<file path="src/rtl/fp_rnd_pipe.sv">
// Rounding/packing stage for fp_rnd records: round, normalise, pack to binary32 plus flags.
// Optional FP_RND_PIPE_FFLAGS_EN adds a sticky accumulated-flags register (fflags_o/fflags_clr_i).
module fp_rnd_pipe #(
    parameter int EXPO_W        = 10,
    parameter int STAGES_BYPASS = 0
) (
    input  logic              clock,
    input  logic              reset,
    input  logic              valid_i,
    output logic              ready_o,
    input  logic              sig_i,
    input  logic [EXPO_W-1:0] expo_i,
    input  logic [24:0]       mant_i,
    input  logic [2:0]        grs_i,
    input  logic [2:0]        rm_i,
    input  logic              snan_i,
    input  logic              qnan_i,
    input  logic              dbz_i,
    input  logic              inf_i,
    input  logic              zero_i,
    output logic              valid_o,
    input  logic              ready_i,
    output logic [31:0]       result_o,
    output logic [4:0]        flags_o
`ifdef FP_RND_PIPE_FFLAGS_EN
    ,
    output logic [4:0]        fflags_o,
    input  logic              fflags_clr_i
`endif
);

    localparam logic [2:0] RM_RNE = 3'd0;
    localparam logic [2:0] RM_RTZ = 3'd1;
    localparam logic [2:0] RM_RDN = 3'd2;
    localparam logic [2:0] RM_RUP = 3'd3;
    localparam logic [2:0] RM_RMM = 3'd4;

    localparam logic signed [EXPO_W:0] EXP_ONE = (EXPO_W+1)'(1);
    localparam logic signed [EXPO_W:0] EXP_OVF = (EXPO_W+1)'(255);

    typedef struct packed {
        logic              sig;
        logic [EXPO_W-1:0] expo;
        logic [24:0]       mant;
        logic              inexact;
        logic [2:0]        rm;
        logic              snan;
        logic              qnan;
        logic              dbz;
        logic              inf;
        logic              zero;
    } rnd_rec_t;

    // Stage 1: rounding increment on the incoming record.
    rnd_rec_t   rec_d;
    logic [2:0] rm_eff;
    logic       inexact_d;
    logic       inc;

    always_comb begin
        rm_eff    = (rm_i > RM_RMM) ? RM_RNE : rm_i;
        inexact_d = |grs_i;
        inc       = 1'b0;
        case (rm_eff)
            RM_RNE:  inc = grs_i[2] & (mant_i[0] | grs_i[1] | grs_i[0]);
            RM_RTZ:  inc = 1'b0;
            RM_RDN:  inc = sig_i & inexact_d;
            RM_RUP:  inc = ~sig_i & inexact_d;
            RM_RMM:  inc = grs_i[2];
            default: inc = 1'b0;
        endcase
        rec_d.sig     = sig_i;
        rec_d.expo    = expo_i;
        rec_d.mant    = mant_i + {24'd0, inc};
        rec_d.inexact = inexact_d;
        rec_d.rm      = rm_eff;
        rec_d.snan    = snan_i;
        rec_d.qnan    = qnan_i;
        rec_d.dbz     = dbz_i;
        rec_d.inf     = inf_i;
        rec_d.zero    = zero_i;
    end

    // Handshake: a record moves into a stage on a cycle where that stage's
    // valid is high and its ready is high; valid/data never change while
    // valid is high and ready is low. ready_o = ~s1_valid | s1_advance and
    // s1_advance = ~valid_o | ready_i, so a full pipe still streams one per cycle.
    logic     s1_valid;
    logic     s1_advance;
    rnd_rec_t rec_s1;

    assign s1_advance = ~valid_o | ready_i;

    generate
        if (STAGES_BYPASS != 0) begin : g_bypass
            assign s1_valid = valid_i;
            assign rec_s1   = rec_d;
            assign ready_o  = s1_advance;
        end else begin : g_stage1
            logic     valid_q;
            rnd_rec_t rec_q;

            always_ff @(posedge clock or negedge reset) begin
                if (!reset) begin
                    valid_q <= 1'b0;
                    rec_q   <= '0;
                end else if (ready_o) begin
                    valid_q <= valid_i;
                    if (valid_i) begin
                        rec_q <= rec_d;
                    end
                end
            end

            assign s1_valid = valid_q;
            assign rec_s1   = rec_q;
            assign ready_o  = ~valid_q | s1_advance;
        end
    endgenerate

    // Stage 2: normalise carry-out, detect overflow/underflow, pack.
    logic signed [EXPO_W:0] e_n;
    logic [23:0]            m_n;
    logic                   ovf;
    logic                   tiny;
    logic                   to_inf;
    logic [7:0]             exp_field;
    logic [31:0]            res_d;
    logic [4:0]             flg_d;

    always_comb begin
        m_n = rec_s1.mant[24] ? rec_s1.mant[24:1] : rec_s1.mant[23:0];
        e_n = $signed({rec_s1.expo[EXPO_W-1], rec_s1.expo}) + {{EXPO_W{1'b0}}, rec_s1.mant[24]};
        if ((e_n == '0) && m_n[23]) begin
            e_n = EXP_ONE;
        end
        ovf  = (e_n >= EXP_OVF);
        tiny = (e_n < EXP_ONE) || !m_n[23];

        to_inf = 1'b0;
        case (rec_s1.rm)
            RM_RNE, RM_RMM: to_inf = 1'b1;
            RM_RUP:         to_inf = ~rec_s1.sig;
            RM_RDN:         to_inf = rec_s1.sig;
            default:        to_inf = 1'b0;
        endcase

        // A non-positive exponent can only be encoded as the subnormal field.
        exp_field = (e_n < EXP_ONE) ? 8'd0 : e_n[7:0];

        res_d = {rec_s1.sig, exp_field, m_n[22:0]};
        flg_d = {3'b000, tiny & rec_s1.inexact, rec_s1.inexact};

        if (rec_s1.snan) begin
            res_d = 32'h7FC0_0000;
            flg_d = 5'b10000;
        end else if (rec_s1.qnan) begin
            res_d = 32'h7FC0_0000;
            flg_d = 5'b00000;
        end else if (rec_s1.dbz) begin
            res_d = {rec_s1.sig, 8'hFF, 23'd0};
            flg_d = 5'b01000;
        end else if (rec_s1.inf) begin
            res_d = {rec_s1.sig, 8'hFF, 23'd0};
            flg_d = 5'b00000;
        end else if (rec_s1.zero) begin
            res_d = {rec_s1.sig, 31'd0};
            flg_d = 5'b00000;
        end else if (ovf) begin
            res_d = to_inf ? {rec_s1.sig, 8'hFF, 23'd0} : {rec_s1.sig, 31'h7F7F_FFFF};
            flg_d = 5'b00101;
        end
    end

    always_ff @(posedge clock or negedge reset) begin
        if (!reset) begin
            valid_o  <= 1'b0;
            result_o <= 32'd0;
            flags_o  <= 5'd0;
        end else if (s1_advance) begin
            valid_o <= s1_valid;
            if (s1_valid) begin
                result_o <= res_d;
                flags_o  <= flg_d;
            end
        end
    end

`ifdef FP_RND_PIPE_FFLAGS_EN
    // Clear takes precedence over a flag set arriving in the same cycle.
    always_ff @(posedge clock or negedge reset) begin
        if (!reset) begin
            fflags_o <= 5'd0;
        end else if (fflags_clr_i) begin
            fflags_o <= 5'd0;
        end else if (valid_o && ready_i) begin
            fflags_o <= fflags_o | flags_o;
        end
    end
`endif

endmodule

</file>
<file path="config.mk">
export PLATFORM = sky130hd
export DESIGN_NAME = fp_rnd_pipe
export DESIGN_NICKNAME = d
export VERILOG_FILES = /design/src/rtl/fp_rnd_pipe.sv
export SDC_FILE = /design/constraint.sdc
export NUM_CORES = 1
export LEC_CHECK = 0
export CAP_MARGIN = 20
export CORE_ASPECT_RATIO = 1.2
export CORE_MARGIN = 2
export CORE_UTILIZATION = 52
export CTS_BUF_LIST = sky130_fd_sc_hd__clkbuf_4 sky130_fd_sc_hd__clkbuf_8
export CTS_CLUSTER_DIAMETER = 150
export DETAILED_ROUTE_END_ITERATION = 6
export DONT_BUFFER_PORTS = 1
export GPL_TIMING_DRIVEN = 0
export PLACE_DENSITY = 0.65
export SYNTH_ARGS = -nofsm -noshare
export SYNTH_HDL_FRONTEND = slang
export SYNTH_SLANG_ARGS = --single-unit
</file>
<file path="constraint.sdc">
create_clock -name clock -period 4.02 [get_ports clock]
set_clock_uncertainty 0.1 [all_clocks]
set_input_delay 0.603 -clock clock [delete_from_list [all_inputs] [get_ports clock]]
set_output_delay 0.603 -clock clock [all_outputs]
set_load 0.05 [all_outputs]
</file>
==> out/summary.txt <==
HOLD PATH
-----------------------------------------------------------------------------------------------------------------
Kind of path behind the tightest hold check ........................................................     in2async

TIMING
-----------------------------------------------------------------------------------------------------------------
Upper clock frequency limit ........................................................................      353 MHz
Hold Fails Final Rpt ...............................................................................            0
Final worst path period share ......................................................................        0.705
Slew HR ............................................................................................        0.556
Final sum of negative setup slack ..................................................................         0 ns
Final count of pins violating max slew .............................................................            0
Measured slew at the worst slew-check pin ..........................................................     0.665 ns
Crit path setup slack, layout ......................................................................      1.19 ns
Unrepaired setup endpoints after global routing ....................................................           no
Period minus WS final ..............................................................................      2.83 ns
Final setup violation count ........................................................................            0

YOSYS
-----------------------------------------------------------------------------------------------------------------
Async set-reset flop share out of synthesis ........................................................         1.00
Register bit count reported by yosys ...............................................................           84
EDFF count, synth ..................................................................................            0
Arithmetic-cell share of the synthesized area counting full adders, half adders and majority gates .       0.0134
Complex-gate fraction of the synthesized area ......................................................        0.178
Synthesized area per cell ..........................................................................     10.4 um2
Number of distinct standard cells referenced by the synthesized netlist ............................           57
Synth top area cells ............................................................................... sky130_fd_sc_hd__dfrtp_1, sky130_fd_sc_hd__mux2i_1, sky130_fd_sc_hd__mux2_2, sky130_fd_sc_hd__a22o_1, sky130_fd_sc_hd__nand2_1
Post-Syn Instances .................................................................................          429
Mux contribution to synthesized area ...............................................................        0.102
Portion of the post-synthesis area used by sequential elements .....................................        0.469
Cell area after technology mapping .................................................................     4480 um2
Yosys Warn Count ...................................................................................            0
Fraction of synthesized cell area in xor and xnor cells ............................................       0.0586
Dominant register cell in the synthesized netlist .................................................. sky130_fd_sc_hd__dfrtp_1
Main combinational cell family by area after synthesis ............................................. compound AO/OA/AOI/OAI gates
Proportion of netlist area held by the largest area contributor ....................................        0.469
Net Count, Synth ...................................................................................          484
Largest area contributor in the synthesized netlist ................................................ sky130_fd_sc_hd__dfrtp_1
Simple-gate share of the synthesized area ..........................................................        0.142

CLOCK TREE
-----------------------------------------------------------------------------------------------------------------
Number of H-tree levels ............................................................................            3
Maximum clock insertion buffer count ...............................................................            2
Cell at the root of the clock tree ................................................................. sky130_fd_sc_hd__clkbuf_8
Buffers inserted by post-CTS timing repair .........................................................            0
Clock sinks ........................................................................................           84
TritonCTS clock tree ...............................................................................          yes
Reg clk slew, reported paths .......................................................................      0.08 ns
Total clock buffers created by CTS .................................................................            9
Worst-skew pair later-pin latency ..................................................................      0.35 ns
# resized after CTS ................................................................................            0

POWER AND IR DROP
-----------------------------------------------------------------------------------------------------------------
IR drop worst, VDD .................................................................................     0.198 mV
Power density normalized to cell area ..............................................................   463 nW/um2
Static leakage power ...............................................................................      2.03 nW

RUN
-----------------------------------------------------------------------------------------------------------------
Number of max-cap violations .......................................................................            0

SETUP PATH
-----------------------------------------------------------------------------------------------------------------
R2R depth ..........................................................................................            4
Worst Setup End Kind ...............................................................................         flop
Cells traversed along the worst timing path ........................................................ or3_1, maj3_1, a21oi_1, nor2_1, ha_1, ha_1, and3_1, clkbuf_1, nand3_2, nor4_1, xnor2_1, o21ai_1
Capture point of the worst reg-to-reg path ......................................................... g_stage1.rec_q[42]
Capturing instance or port of the critical path .................................................... g_stage1.rec_q[33]
Reg-to-Reg Start ...................................................................................      valid_o
Worst setup path class .............................................................................       in2reg
Required time worst endpoint .......................................................................      4.14 ns
Largest fanout on the critical path ................................................................            7
Sort of element at the start of the critical path ..................................................    input pin
Internal reg-to-reg setup slack ....................................................................      1.21 ns
Slowest stage cell on the critical path ............................................................ sky130_fd_sc_hd__or3_1
Most frequent cell on the critical path ............................................................ sky130_fd_sc_hd__ha_1
Path length in cells of the critical path ..........................................................           12
Total buffers and inverters traversed by the critical path .........................................            1
Critical Path Max Stage Delay ......................................................................      0.36 ns
Arrival time of data at the critical path endpoint .................................................      2.96 ns
Worst path top cell family by delay ................................................................ simple AND/OR/NAND/NOR gates
Critical path startpoint ...........................................................................     grs_i[1]

PLACED DESIGN
-----------------------------------------------------------------------------------------------------------------
DP Worst Slack .....................................................................................     0.833 ns
RD Place Congestion ................................................................................        0.851
DP Wirelength ......................................................................................      7540 um
Number of buffers inserted by port buffering .......................................................            0

DETAILED ROUTING
-----------------------------------------------------------------------------------------------------------------
Routed wirelength normalized by instance count .....................................................      17.7 um
Overall via count from detail_route ................................................................         3290
Remaining antenna violation count ..................................................................            0
Number of remaining DRC errors .....................................................................            0
Post-DR vias/cell ..................................................................................         5.85
Number of DRC violations after detailed-routing iteration 0 ........................................          169
Drt pass-1 iters ...................................................................................            6
Aggregate routed wire length .......................................................................      9940 um

LAYOUT
-----------------------------------------------------------------------------------------------------------------
Area used by multi-input combinational logic .......................................................     2210 um2
Fillers ............................................................................................          788
Layout cells sized above 1 .........................................................................        0.135
Area used by sequential logic in the layout ........................................................     2100 um2
Final layout net count .............................................................................          496
Total inserted antenna cells .......................................................................            0
Area added between synthesis and finish ............................................................        9.30%

GLOBAL ROUTE
-----------------------------------------------------------------------------------------------------------------
First-pass GRT wire length .........................................................................     16100 um
Pin count of the biggest net entering global routing ...............................................           85
Global-route congestion overflow total .............................................................            0
Number of global-route vias before repair ..........................................................         3343
GRT Total Usage ....................................................................................        0.223
Antenna violations before repair ...................................................................            0

FLOORPLANNING
-----------------------------------------------------------------------------------------------------------------
Starting utilization of the core area ..............................................................        0.529
Width of the chip ..................................................................................      88.7 um
Die Y-Extent .......................................................................................       106 um
Number of top-level design ports ...................................................................           90
Floorplan die area .................................................................................     9380 um2
Row cnt ............................................................................................           37
Area of the core ...................................................................................     8470 um2

STATUS
-----------------------------------------------------------------------------------------------------------------
Result of the run .................................................................................. finished clean

[cell usage in the layout, fill, tap and decap left out, types with 3 or more instances in the layout]
| cell type | netlist | routed |
|---|---|---|
| sky130_fd_sc_hd__mux2i_1 | 23 | 23 |
| sky130_fd_sc_hd__a22o_1 | 25 | 25 |
| sky130_fd_sc_hd__xor2_1 | 9 | 9 |
| sky130_fd_sc_hd__bufinv_16 | 0 | 3 |
| sky130_fd_sc_hd__clkbuf_1 | 14 | 14 |
| sky130_fd_sc_hd__and3_1 | 6 | 6 |
| sky130_fd_sc_hd__nor3_1 | 7 | 7 |
| sky130_fd_sc_hd__nand2b_1 | 5 | 5 |
| sky130_fd_sc_hd__nand3_1 | 10 | 10 |
| sky130_fd_sc_hd__nor2_1 | 18 | 18 |
| sky130_fd_sc_hd__o21ai_0 | 31 | 31 |
| sky130_fd_sc_hd__mux2_2 | 20 | 20 |
| sky130_fd_sc_hd__nand4_1 | 5 | 5 |
| sky130_fd_sc_hd__buf_2 | 5 | 5 |
| sky130_fd_sc_hd__o21ai_1 | 23 | 23 |
| sky130_fd_sc_hd__ha_1 | 4 | 4 |
| sky130_fd_sc_hd__o22ai_1 | 4 | 4 |
| sky130_fd_sc_hd__dfrtp_1 | 84 | 84 |
| sky130_fd_sc_hd__buf_6 | 5 | 5 |
| sky130_fd_sc_hd__a31oi_1 | 4 | 4 |
| sky130_fd_sc_hd__clkbuf_8 | 0 | 10 |
| sky130_fd_sc_hd__inv_1 | 4 | 4 |
| sky130_fd_sc_hd__xnor2_1 | 21 | 21 |
| sky130_fd_sc_hd__a21oi_1 | 4 | 4 |
| sky130_fd_sc_hd__nand2_1 | 49 | 49 |
| sky130_fd_sc_hd__and4_1 | 5 | 5 |
| sky130_fd_sc_hd__o221a_1 | 4 | 4 |
| sky130_fd_sc_hd__or2_2 | 3 | 3 |
[metal layers]
layer | vias to the layer above | track usage | wire length (um)
li1 | 1575 | - | -
met1 | 1605 | 0.266 | 4050
met2 | 89 | 0.380 | 5100
met3 | 21 | 0.0587 | 548
met4 | 0 | 0.0812 | 232
met5 | - | 0 | 0
[sequential cells by signal, indices dropped and copies added (netlist names)]
name / count
flags_o: 5
g_stage1.rec_q: 45
valid_o: 1
g_stage1.valid_q: 1
result_o: 32
[worst min-delay path by stage]
stage / to / slack, ns / from / cells past startpoint
after CTS: result_o[4] / 0.07 / reset / 1
after floorplan: flags_o[0] / 0.21 / reset / 0
after global placement: g_stage1.rec_q[43] / 0.21 / reset / 0
after global routing: g_stage1.rec_q[35] / 0.07 / reset / 1
after detailed placement: g_stage1.rec_q[43] / 0.21 / reset / 0
final: g_stage1.rec_q[37] / 0.05 / reset / 1
[power by group]
part	total [W]	internal, W	switching [W]
registers	0.00111	0.000934	0.000177
clock network	0.000731	0.000434	0.000298
logic	0.000424	0.000188	0.000236
[layout make-up]
cell class              instances  area share
repair buffers                  1     0.00562
well taps                     117      0.0299
clock inverters                 4      0.0199
clock buffers                  11      0.0296
flip-flops and latches         84       0.429
plain buffers                  26      0.0304
inverters                       4     0.00307
multi-input cells             315       0.452
[cells by family (layout without fill, tap and decap cells)]
| logic type | Yosys count | in the layout |
|---|---|---|
| AND/OR/NAND/NOR | 124 | 124 |
| AO/OA/AOI/OAI | 113 | 113 |
| flip-flops | 84 | 84 |
| multiplexers | 43 | 43 |
| XOR/XNOR | 30 | 30 |
| buffers and inverters | 30 | 46 |
| adder cells (fa/ha/maj) | 5 | 5 |
[cell usage after synthesis (all sizes together), types with 3 or more instances]
master	number
dfrtp	84
o21ai	54
nand2	49
a22o	25
mux2i	23
xnor2	21
mux2	20
nor2	18
clkbuf	14
buf	12
nand3	12
xor2	9
nor3	7
and3	6
and4	6
a31oi	5
nand2b	5
nand4	5
o22ai	5
a21oi	4
ha	4
inv	4
o221a	4
or2	4
o22a	3
[metrics by stage]
step           total power (W)  std cells  hold WS, ns  utilization  instance area, um2
2_1_floorplan          0.00144        429        0.207            -                4480
3_3_place_gp           0.00152        546        0.210        0.546                4630
3_5_place_dp           0.00154        546        0.211        0.546                4630
4_1_cts                0.00228        562       0.0674        0.578                4900
5_1_grt                0.00238        562       0.0706        0.578                4900
6_report               0.00227        562       0.0516        0.578                4900
[timing repair]
action	4_1_cts	5_1_grt
hold buffers	1	0
endpoints found under the setup margin	0	0
hold endpoints to repair	84	0
Power figures use the tool's default switching activity.
